File: src/rtl/rd_ptr_empty.sv
// Read-side pointer and empty-flag logic for an asynchronous FIFO.
// The RD_LEVEL_EN macro enables the fill-level and almost-empty outputs.
module rd_ptr_empty #(
  parameter int ADDR_W    = 5,
  parameter int AE_THRESH = 4
) (
  input  logic              rd_clk,
  input  logic              rd_rst,
  input  logic              rd_en,
  input  logic [ADDR_W:0]   rq2_wr_ptr,
  output logic [ADDR_W:0]   rd_ptr,
  output logic [ADDR_W-1:0] rd_addr,
  output logic              rd_empty,
  output logic              rd_underflow,
  output logic [ADDR_W:0]   rd_level,
  output logic              rd_almost_empty
);

  logic [ADDR_W:0] r_bin;
  logic [ADDR_W:0] r_ptr;
  logic            r_empty;
  logic            r_underflow;

  logic            w_rinc;
  logic [ADDR_W:0] w_bin_next;
  logic [ADDR_W:0] w_gray_next;

  assign w_rinc      = rd_en & ~r_empty;
  assign w_bin_next  = r_bin + (ADDR_W+1)'(w_rinc);
  assign w_gray_next = (w_bin_next >> 1) ^ w_bin_next;

  // Empty compares the post-read pointer against the current write pointer,
  // so the last read and a concurrent write resolve in a single edge.
  always_ff @(posedge rd_clk or posedge rd_rst) begin
    if (rd_rst) begin
      r_bin       <= '0;
      r_ptr       <= '0;
      r_empty     <= 1'b1;
      r_underflow <= 1'b0;
    end else begin
      r_bin       <= w_bin_next;
      r_ptr       <= w_gray_next;
      r_empty     <= (w_gray_next == rq2_wr_ptr);
      r_underflow <= r_underflow | (rd_en & r_empty);
    end
  end

  assign rd_ptr       = r_ptr;
  assign rd_addr      = r_bin[ADDR_W-1:0];
  assign rd_empty     = r_empty;
  assign rd_underflow = r_underflow;

`ifdef RD_LEVEL_EN
  localparam logic [ADDR_W:0] LP_AE = (ADDR_W+1)'(AE_THRESH);

  logic [ADDR_W:0] w_wbin;
  logic [ADDR_W:0] w_level_next;
  logic [ADDR_W:0] r_level;
  logic            r_ae;

  always_comb begin
    w_wbin = '0;
    for (int i = 0; i <= ADDR_W; i++) w_wbin[i] = ^(rq2_wr_ptr >> i);
  end

  assign w_level_next = w_wbin - w_bin_next;

  always_ff @(posedge rd_clk or posedge rd_rst) begin
    if (rd_rst) begin
      r_level <= '0;
      r_ae    <= 1'b1;
    end else begin
      r_level <= w_level_next;
      r_ae    <= (w_level_next <= LP_AE);
    end
  end

  assign rd_level        = r_level;
  assign rd_almost_empty = r_ae;
`else
  assign rd_level        = '0;
  assign rd_almost_empty = 1'b0;
`endif

endmodule

File: config.mk
export PLATFORM = sky130hd
export DESIGN_NAME = rd_ptr_empty
export DESIGN_NICKNAME = d
export VERILOG_FILES = /design/src/rtl/rd_ptr_empty.sv
export SDC_FILE = /design/constraint.sdc
export NUM_CORES = 1
export LEC_CHECK = 0
export BUFFER_PORTS_ARGS = -buffer_cell sky130_fd_sc_hd__buf_4
export CAP_MARGIN = 10
export CORE_UTILIZATION = 46
export DETAILED_ROUTE_END_ITERATION = 10
export PLACE_DENSITY_LB_ADDON = 0.25
export SYNTH_ARGS = -nofsm -noshare
export SYNTH_HDL_FRONTEND = slang
export SYNTH_SLANG_ARGS = --single-unit
File: constraint.sdc
create_clock -name rd_clk -period 2.29 [get_ports rd_clk]
set_input_delay 0.458 -clock rd_clk [delete_from_list [all_inputs] [get_ports rd_clk]]
set_output_delay 0.458 -clock rd_clk [all_outputs]
set_load 0.02 [all_outputs]
==> results.json <==
{
  "fp.dieW_um": 41.9,
  "rrSetupSlack_ps": 120,
  "routed_wl_um": 1150,
  "crit_required_ps": 2500,
  "synth_cells": 63,
  "clock_latency_ps": 270,
  "cts_hold_buf": 0,
  "path_cells": "nor2b_1 -> ha_1 -> ha_1 -> xor2_2 -> xor2_1 -> or3_4 -> a21oi_2 -> and4_1",
  "grt_overflow": 0,
  "netlist_area_um2": 731,
  "yosysSeqAreaShare_pct": 44.7,
  "clockBufferDepth": 2,
  "cts_htree_levels": 1,
  "setup_viol": 0,
  "cts_root_buffer": "clkbuf_4",
  "final_cell_mix": "24 x buf_4, 12 x dfrtp_1, 8 x xor2_1",
  "skew_ps": 5.52,
  "post_cts_resized": 0,
  "die_h_um": 41.9,
  "cp_max_fo": 3,
  "cp_common_cell": "ha_1",
  "cap_violations": 0,
  "drt_first_pass_iters": 4,
  "worst_setup_path_start_kind": "flop",
  "syn_to_final_growth_pct": 23.6,
  "hold_viol_final": 0,
  "fillers": 132,
  "yosysWarnings": 0,
  "rr_worst_depth": 8,
  "final_antenna_net_count": 0,
  "pin_count": 29,
  "finalNetCount": 99,
  "synth_seq_cells": 13,
  "grt_pass1_vias": 468,
  "synth_cell_types": 25,
  "critPathMaxStageDelay_ps": 550,
  "fin_tns_setup_ps": 0,
  "diodes": 0,
  "rows": 14,
  "layout_commonest_cell": "buf_4",
  "cts_sinks": 13,
  "critical_path_class": "reg -> reg",
  "wire_per_inst_um": 11.2,
  "grt_max_degree": 14,
  "cp-end-kind": "flop",
  "grt_usage_pct": 15.6,
  "powerDensity_nw_per_um2": 1650,
  "start_util_pct": 49.1,
  "post_cts_buffers": 0,
  "drt_first_iter_violations": 7,
  "max_freq_mhz": 461,
  "rsz0062_at_grt": "no",
  "coreArea_um2": 1490,
  "p_leak_uw": 0.000466,
  "clk_pin_slew_worst_paths_ps": 80,
  "grt_pass1_wl_um": 1990,
  "portBuffers": 21,
  "timing.rr.start": "rd_empty",
  "status": "complete, no violations",
  "via_per_inst": 4.73,
  "period_share_pct": 94.7,
  "dp.final_hpwl_um": 902,
  "vias": 487,
  "period_needed_ps": 2170,
  "arrival_ps": 2380,
  "numCtsBuffers": 3,
  "hp-class": "in -> async",
  "crit_slowest_cell": "dfstp_2",
  "ir_drop_mv": 0.766,
  "gp_congestion": 0.735,
  "drive_gt1_share_pct": 36.8,
  "drv_slew": 0,
  "cts_tree": "yes",
  "reg2reg_to": "rd_empty",
  "holdWs_ps": 206,
  "avgSynthCellArea_um2": 11.6,
  "antenna_found_initial": 0,
  "drc": 0,
  "dieArea_um2": 1750
}
per-layer routing:
metal	global-route usage [%]	vias to the layer above	wire, um
li1	-	238	-
met1	20.9	229	493
met2	23.4	16	577
met3	2.61	4	55
met4	9.68	0	26
met5	0	-	0
critical path, delay by kind of cell, from the launching register on:
kind / cells / cell delay [ps]
flip-flops: 1 / 550
AND/OR/NAND/NOR: 3 / 630
adder cells (fa/ha/maj): 2 / 440
XOR/XNOR: 2 / 350
AO/OA/AOI/OAI: 1 / 140
through the flow:
stage	utilization (%)	instance area, um2	total power, uW	cells	setup slack [ps]
after global placement	58.9	877	1350	99	71.0
final	60.7	903	1490	103	120
after global routing	60.7	903	1600	103	10.4
after detailed placement	58.9	877	1360	99	22.4
after floorplan	-	753	1090	69	125
after CTS	60.7	903	1500	103	105
area by class of cell:
cell class | count | area (um2) | share of cell area, %
Clock buffer | 4 | 26.3 | 2.91
Tap cell | 16 | 20.0 | 2.22
Timing Repair Buffer | 24 | 180 | 19.9
Inverter | 1 | 3.75 | 0.416
Multi-Input combinational cell | 45 | 347 | 38.4
Sequential cell | 13 | 327 | 36.1
synth_stat cells (all sizes together):
| cell type | instances | area [um2] |
|---|---|---|
| dfstp | 1 | 26.3 |
| and2b | 1 | 8.76 |
| ha | 2 | 25.0 |
| xnor3 | 2 | 45.0 |
| xnor2 | 5 | 43.8 |
| a21o | 1 | 7.51 |
| buf | 10 | 76.3 |
| nand3 | 4 | 20.0 |
| a221oi | 1 | 8.76 |
| and4 | 1 | 8.76 |
| xor2 | 9 | 86.3 |
| conb | 1 | 3.75 |
| nor3 | 1 | 5.00 |
| a211oi | 1 | 7.51 |
| nor2 | 2 | 7.51 |
| or3 | 1 | 11.3 |
| a21oi | 2 | 13.8 |
| nand2 | 4 | 15.0 |
| nor2b | 1 | 6.26 |
| dfrtp | 12 | 300 |
| inv | 1 | 3.75 |
report_power, final:
group          internal [uW]  leakage, uW  switching, uW
logic                    443     0.000297            450
registers                352     0.000154            106
clock network           67.3    0.0000150           68.8
cells by family after synthesis:
logic type / synth area share [%]
compound gates: 5.14
flops: 44.7
simple gates: 11.3
buf+inv: 11.0
fa+ha+maj: 3.42
other cells: 0.513
xor+xnor: 24.0
registers in the layout, summed over array words and instances (netlist names):
register / cells
rd_empty: 1
rd_underflow: 1
rd_ptr: 5
r_bin: 6
how the worst max path moves through the flow:
stage | from | end | slack, ps | cells past startpoint
6_report | rd_empty | rd_empty | 120 | 8
5_1_grt | rd_empty | rd_empty | 10 | 8
3_5_place_dp | rd_en | rd_empty | 20 | 9
2_1_floorplan | rd_empty | rd_empty | 130 | 8
3_3_place_gp | rd_en | rd_empty | 70 | 9
4_1_cts | rd_empty | rd_empty | 100 | 8
Power figures use the tool's default switching activity.
